===== src/rtl/gauss_row_filter.sv =====
// Horizontal pass of a separable Gaussian blur: sliding window over a raster line with edge
// replication on both sides, 3-stage multiply / sum / round-saturate pipeline.
module gauss_row_filter #(
  parameter int unsigned PW         = 8,
  parameter int unsigned CW         = 9,
  parameter int unsigned RADI       = 9,
  parameter int unsigned NORM_SHIFT = 8,
  parameter int unsigned AW         = 5
) (
  input  logic          clk,
  input  logic          rst_n,
  input  logic          coef_we_i,
  input  logic [AW-1:0] coef_addr_i,
  input  logic [CW-1:0] coef_data_i,
  input  logic          in_valid_i,
  output logic          in_ready_o,
  input  logic [PW-1:0] in_pix_i,
  input  logic          in_sol_i,
  input  logic          in_eol_i,
  output logic          out_valid_o,
  output logic [PW-1:0] out_pix_o,
  output logic          out_sol_o,
  output logic          out_eol_o,
  output logic          line_err_o
);

  localparam int unsigned TAPS = 2 * RADI + 1;
  localparam int unsigned PrW  = PW + CW;
  localparam int unsigned AccW = PW + CW + $clog2(TAPS);
  localparam int unsigned RndW = AccW + 1;
  localparam int unsigned CntW = $clog2(RADI + 1);
  localparam logic [CntW-1:0] RadiM1 = CntW'(RADI - 1);
  localparam logic [RndW-1:0] MaxPix = RndW'((2 ** PW) - 1);
  localparam logic [RndW-1:0] Half   = RndW'(1) << (NORM_SHIFT - 1);

  typedef enum logic [1:0] {StIdle, StFill, StRun, StFlush} state_e;

  state_e          state_q, state_d;
  logic [CntW-1:0] cnt_q, cnt_d;
  logic [PW-1:0]   last_q, last_d;
  logic [PW-1:0]   win_q [TAPS];
  logic [PW-1:0]   win_d [TAPS];
  logic [CW-1:0]   coef_q [TAPS];
  logic            iss_q, iss_d, iss_sol_q, iss_sol_d, iss_eol_q, iss_eol_d;
  logic            err_q, err_d;

  logic [PrW-1:0]  prod_q [TAPS];
  logic [PrW-1:0]  prod_d [TAPS];
  logic            v1_q, sol1_q, eol1_q;
  logic [AccW-1:0] sum_q, sum_d;
  logic            v2_q, sol2_q, eol2_q;
  logic [PW-1:0]   pix_q, pix_d;
  logic            v3_q, sol3_q, eol3_q;

  logic            xfer, do_load, do_shift;
  logic [PW-1:0]   shift_pix;
  logic [RndW-1:0] rnd, shf;

  assign in_ready_o = (state_q != StFlush);
  assign xfer       = in_valid_i & in_ready_o;

  always_comb begin
    state_d   = state_q;
    cnt_d     = cnt_q;
    last_d    = last_q;
    iss_d     = 1'b0;
    iss_sol_d = 1'b0;
    iss_eol_d = 1'b0;
    err_d     = 1'b0;
    do_load   = 1'b0;
    do_shift  = 1'b0;
    shift_pix = in_pix_i;
    unique case (state_q)
      StIdle: begin
        if (xfer && in_sol_i) begin
          if (in_eol_i) begin
            err_d = 1'b1;
          end else begin
            do_load = 1'b1;
            cnt_d   = '0;
            state_d = StFill;
          end
        end
      end
      StFill, StRun: begin
        if (xfer) begin
          if (in_sol_i) begin
            // Abandon the current line; a one-pixel replacement line is itself invalid.
            err_d = 1'b1;
            if (in_eol_i) begin
              state_d = StIdle;
            end else begin
              do_load = 1'b1;
              cnt_d   = '0;
              state_d = StFill;
            end
          end else if (state_q == StFill) begin
            do_shift = 1'b1;
            if (cnt_q == RadiM1) begin
              iss_d     = 1'b1;
              iss_sol_d = 1'b1;
              if (in_eol_i) begin
                last_d  = in_pix_i;
                cnt_d   = '0;
                state_d = StFlush;
              end else begin
                state_d = StRun;
              end
            end else if (in_eol_i) begin
              err_d   = 1'b1;
              state_d = StIdle;
            end else begin
              cnt_d = cnt_q + 1'b1;
            end
          end else begin
            do_shift = 1'b1;
            iss_d    = 1'b1;
            if (in_eol_i) begin
              last_d  = in_pix_i;
              cnt_d   = '0;
              state_d = StFlush;
            end
          end
        end
      end
      StFlush: begin
        do_shift  = 1'b1;
        shift_pix = last_q;
        iss_d     = 1'b1;
        if (cnt_q == RadiM1) begin
          iss_eol_d = 1'b1;
          state_d   = StIdle;
        end else begin
          cnt_d = cnt_q + 1'b1;
        end
      end
      default: state_d = StIdle;
    endcase
  end

  always_comb begin
    for (int k = 0; k < TAPS; k++) begin
      win_d[k] = win_q[k];
    end
    if (do_load) begin
      for (int k = 0; k < TAPS; k++) begin
        win_d[k] = in_pix_i;
      end
    end else if (do_shift) begin
      for (int k = 0; k < TAPS - 1; k++) begin
        win_d[k] = win_q[k+1];
      end
      win_d[TAPS-1] = shift_pix;
    end
  end

  always_comb begin
    for (int k = 0; k < TAPS; k++) begin
      prod_d[k] = PrW'(win_q[k]) * PrW'(coef_q[k]);
    end
    sum_d = '0;
    for (int k = 0; k < TAPS; k++) begin
      sum_d = sum_d + AccW'(prod_q[k]);
    end
    rnd   = RndW'(sum_q) + Half;
    shf   = rnd >> NORM_SHIFT;
    pix_d = (shf > MaxPix) ? '1 : shf[PW-1:0];
  end

  always_ff @(posedge clk or negedge rst_n) begin
    if (!rst_n) begin
      state_q   <= StIdle;
      cnt_q     <= '0;
      last_q    <= '0;
      iss_q     <= 1'b0;
      iss_sol_q <= 1'b0;
      iss_eol_q <= 1'b0;
      err_q     <= 1'b0;
      for (int k = 0; k < TAPS; k++) begin
        win_q[k]  <= '0;
        coef_q[k] <= (k == RADI) ? CW'(2 ** NORM_SHIFT) : '0;
      end
    end else begin
      state_q   <= state_d;
      cnt_q     <= cnt_d;
      last_q    <= last_d;
      iss_q     <= iss_d;
      iss_sol_q <= iss_sol_d;
      iss_eol_q <= iss_eol_d;
      err_q     <= err_d;
      for (int k = 0; k < TAPS; k++) begin
        win_q[k] <= win_d[k];
      end
      // Out-of-range addresses match no tap and are dropped.
      if (state_q == StIdle && coef_we_i) begin
        for (int k = 0; k < TAPS; k++) begin
          if (coef_addr_i == AW'(k)) coef_q[k] <= coef_data_i;
        end
      end
    end
  end

  always_ff @(posedge clk or negedge rst_n) begin
    if (!rst_n) begin
      for (int k = 0; k < TAPS; k++) begin
        prod_q[k] <= '0;
      end
      v1_q   <= 1'b0;
      sol1_q <= 1'b0;
      eol1_q <= 1'b0;
      sum_q  <= '0;
      v2_q   <= 1'b0;
      sol2_q <= 1'b0;
      eol2_q <= 1'b0;
      pix_q  <= '0;
      v3_q   <= 1'b0;
      sol3_q <= 1'b0;
      eol3_q <= 1'b0;
    end else begin
      for (int k = 0; k < TAPS; k++) begin
        prod_q[k] <= prod_d[k];
      end
      v1_q   <= iss_q;
      sol1_q <= iss_sol_q;
      eol1_q <= iss_eol_q;
      sum_q  <= sum_d;
      v2_q   <= v1_q;
      sol2_q <= sol1_q;
      eol2_q <= eol1_q;
      pix_q  <= pix_d;
      v3_q   <= v2_q;
      sol3_q <= sol2_q;
      eol3_q <= eol2_q;
    end
  end

  assign out_valid_o = v3_q;
  assign out_pix_o   = pix_q;
  assign out_sol_o   = sol3_q & v3_q;
  assign out_eol_o   = eol3_q & v3_q;
  assign line_err_o  = err_q;

endmodule


===== config.mk =====
export PLATFORM = sky130hd
export DESIGN_NAME = gauss_row_filter
export DESIGN_NICKNAME = d
export VERILOG_FILES = /design/src/rtl/gauss_row_filter.sv
export SDC_FILE = /design/constraint.sdc
export NUM_CORES = 2
export LEC_CHECK = 0
export ABC_AREA = 1
export CAP_MARGIN = 40
export CORE_MARGIN = 2
export CORE_UTILIZATION = 40
export CTS_CLUSTER_SIZE = 14
export DETAILED_ROUTE_END_ITERATION = 12
export PLACE_DENSITY_LB_ADDON = 0.1
export SYNTH_ARGS = -nofsm -noshare
export SYNTH_HDL_FRONTEND = slang
export SYNTH_SLANG_ARGS = --single-unit

===== constraint.sdc =====
create_clock -name clk -period 5.8 [get_ports clk]
set_input_delay 0.58 -clock clk [delete_from_list [all_inputs] [get_ports clk]]
set_output_delay 0.58 -clock clk [all_outputs]
set_load 0.005 [all_outputs]

==> key figures <==
Detailed routing
  • DR vias/cell: about 5
  • Wirelength, routed: around 240 mm
  • Initial DRC Count: between 4000 and 5000
  • DRT Pass-1 Iters: 6
  • Number of nets with antenna violations after routing: 0
  • Drt drc: 0
  • WL/cell: a little over 20 um
  • Vias: 57040

STA
  • Slew headroom: around 37%
  • RSZ-0062 raised after global routing: false
  • Final Hold Vio Count: 0
  • Setup violations, final: 0
  • Setup WS post-layout: between 0.6 and 0.7 ns
  • Final min period: around 5.2 ns
  • Worst-Margin Slew: a little over 0.9 ns
  • Final Cycle Share: between 80% and 90%
  • Final Skew: ~0.038 ns
  • Fmax achieved: approximately 0.19 GHz
  • Setup TNS: 0 ns
  • Slew Limit Fails: 0

Yosys
  • Synthesis Warnings: 0
  • Cell with the most instances after synthesis: inv_1
  • Synthesized area: approximately 77000 um^2
  • Mapped Cells: around 9300
  • Netlist cell types: 39
  • Fraction of registers with async set/reset: 100%
  • Synth Area per Inst: ~8.3 um^2
  • Yosys top cell area share: between 20% and 30%
  • #FFs+latches synth: just under 700
  • Synth area leader: fa_1
  • Syn nets: 11110
  • Most used DFF post-synth: dfrtp_1
  • Dominant cells by area after synthesis: fa_1, dfrtp_1, ha_1, inv_1, nand2_1
  • Number of synthesized flops with an enable pin: 0
  • Seq/Total Area, Yosys: ~23%
  • Commonest cells in the netlist: inv_1, nand2_1, fa_1

Worst setup path
  • Crit path max fanout: 6
  • Worst EP arrival: around 5.8 ns
  • Crit path launch type: register
  • Kind of end point of the critical path: register
  • Worst setup path category: reg2reg
  • Worst EP required: roughly 6.4 ns

Placed design
  • Post-detail-place hpwl: between 150 and 200 mm
  • I/O Buffers: 40
  • RD Place Congestion: approximately 0.9
  • Pre-CTS WS: between 0.5 and 0.6 ns
  • Placed cell areas: 79500 um^2
  • Placed Cells: 11460

Clocking
  • Reg clk slew, reported paths: roughly 0.060 ns
  • CTS Sinks: approximately 700
  • Later-pin clock latency in the skew report: ~0.72 ns
  • H-tree levels: 3
  • Total CTS buffers: 89
  • Clock Path Buffers: 3
  • Post-CTS Setup Repair Bufs: 0
  • CTS tree: yes
  • Clock Root Buffer: clkbuf_16

GRT
  • Vias in the first global route: between 50000 and 60000
  • Grt total ovfl: 0
  • First-pass GRT wire length: 367 mm
  • Global router's overall resource usage: approximately 25%
  • Antenna violations before repair: 33
  • Largest net degree at the start of global routing: between 150 and 200

Floorplan
  • Die H: 443 um
  • # rows: 160
  • Starting density of the core: roughly two fifths
  • Die X: approximately 440 um
  • Area of the core: around 190000 um^2
  • Die ar.: between 150000 and 200000 um^2
  • Top-Level Pins: between 40 and 50

Outcome
  • Status: finished clean

Finish
  • Final non-filler cell total: approximately 12000
  • Area delta synth->final: 7.49%
  • Finished Cell Area: 82700 um^2
  • Nets@finish: about 11000
  • Layout cells sized above 1: 2.68%

Worst hold path
  • Worst Hold Class: reg2reg

Run
  • Maxcap violations: 0
==> flip-flops by register name (all words and copies together), names as in the netlist, 2 cells and up <==
| signal | flops |
|---|---|
| prod_q | 323 |
| coef_q | 171 |
| win_q | 152 |
| sum_q | 15 |
| last_q | 8 |
| out_pix_o | 8 |
| cnt_q | 4 |
| state_q | 2 |
==> cells by family (layout without fill, tap and decap cells) <==
| kind of cell | after synthesis | in the layout | share of synthesized area [%] |
|---|---|---|---|
| buffers and inverters | 2834 | 2688 | 14.0 |
| AND/OR/NAND/NOR | 2694 | 2694 | 13.7 |
| adder cells (fa/ha/maj) | 1821 | 1821 | 40.2 |
| AO/OA/AOI/OAI | 970 | 970 | 6.66 |
| flip-flops | 696 | 696 | 22.6 |
| XOR/XNOR | 246 | 246 | 2.80 |
| other | 0 | 16 | 0 |
==> worst paths after layout <==
path,start,end,slack [ns],cells after the start
max,prod_q[266],sum_q[20],0.63,19
min,sol2_q,sol3_q,0.34,0
max reg2reg,prod_q[266],sum_q[20],0.63,19
min reg2reg,sol2_q,sol3_q,0.34,0
max in group asynchronous,rst_n,prod_q[259],3.84,3
min in group asynchronous,rst_n,coef_q[73],0.55,2
==> layout make-up <==
type	instances	area, um^2
diodes	16	40.0
clock buffers	114	2470
clock inverters	51	681
fillers	19260	108000
inverters	2419	9080
multi-input cells	5731	48700
flip-flops and latches	696	17400
well taps	2511	3140
repair buffers	104	1110
==> worst max-delay path: stages, from the launching register on <==
cell	delay (ns)
dfrtp_1	0.38
fa_1	0.55
inv_1	0.07
fa_1	0.49
fa_1	0.52
inv_1	0.06
fa_1	0.49
fa_1	0.55
inv_1	0.05
fa_1	0.47
inv_1	0.04
ha_1	0.38
a21oi_1	0.41
inv_1	0.08
nor2_1	0.17
nand2_1	0.08
nand2_1	0.09
nand3_1	0.08
nand2_1	0.07
nand2_1	0.05
==> metrics by stage <==
step / hold slack, ns / util [%]
finish: 0.340 / 43.4
detailed placement: 0.336 / 41.7
global placement: 0.334 / 41.6
floorplan: 0.284 / -
CTS: 0.344 / 43.4
global route: 0.351 / 43.4
==> repair_timing <==
item                                   CTS  global route
hold buffers                             1             0
setup endpoints to repair                0             0
endpoints found under the hold margin   88             0
gates resized for setup                  0             0
==> per-layer routing <==
layer	part of all wire, %	vias up	track usage (%)
met5	0.0059	-	0
met4	2.1	2	6.27
met3	4.3	217	2.70
met2	48	1114	40.7
met1	46	28882	34.6
li1	-	26825	-
==> cells in the final DEF, fill, tap and decap left out, types with 93 or more instances in the layout <==
| master | Yosys | routed |
|---|---|---|
| inv_1 | 2419 | 2410 |
| nand3_1 | 173 | 173 |
| o21ai_0 | 541 | 541 |
| nor2_1 | 233 | 233 |
| ha_1 | 739 | 739 |
| dfrtp_1 | 695 | 695 |
| xor2_1 | 153 | 153 |
| a21oi_1 | 278 | 278 |
| fa_1 | 1082 | 1082 |
| nand2_1 | 2206 | 2201 |
| xnor2_1 | 93 | 93 |
Power is not shown: default switching activity piles up to over one toggle a cycle in this logic, so the estimate is an artifact.
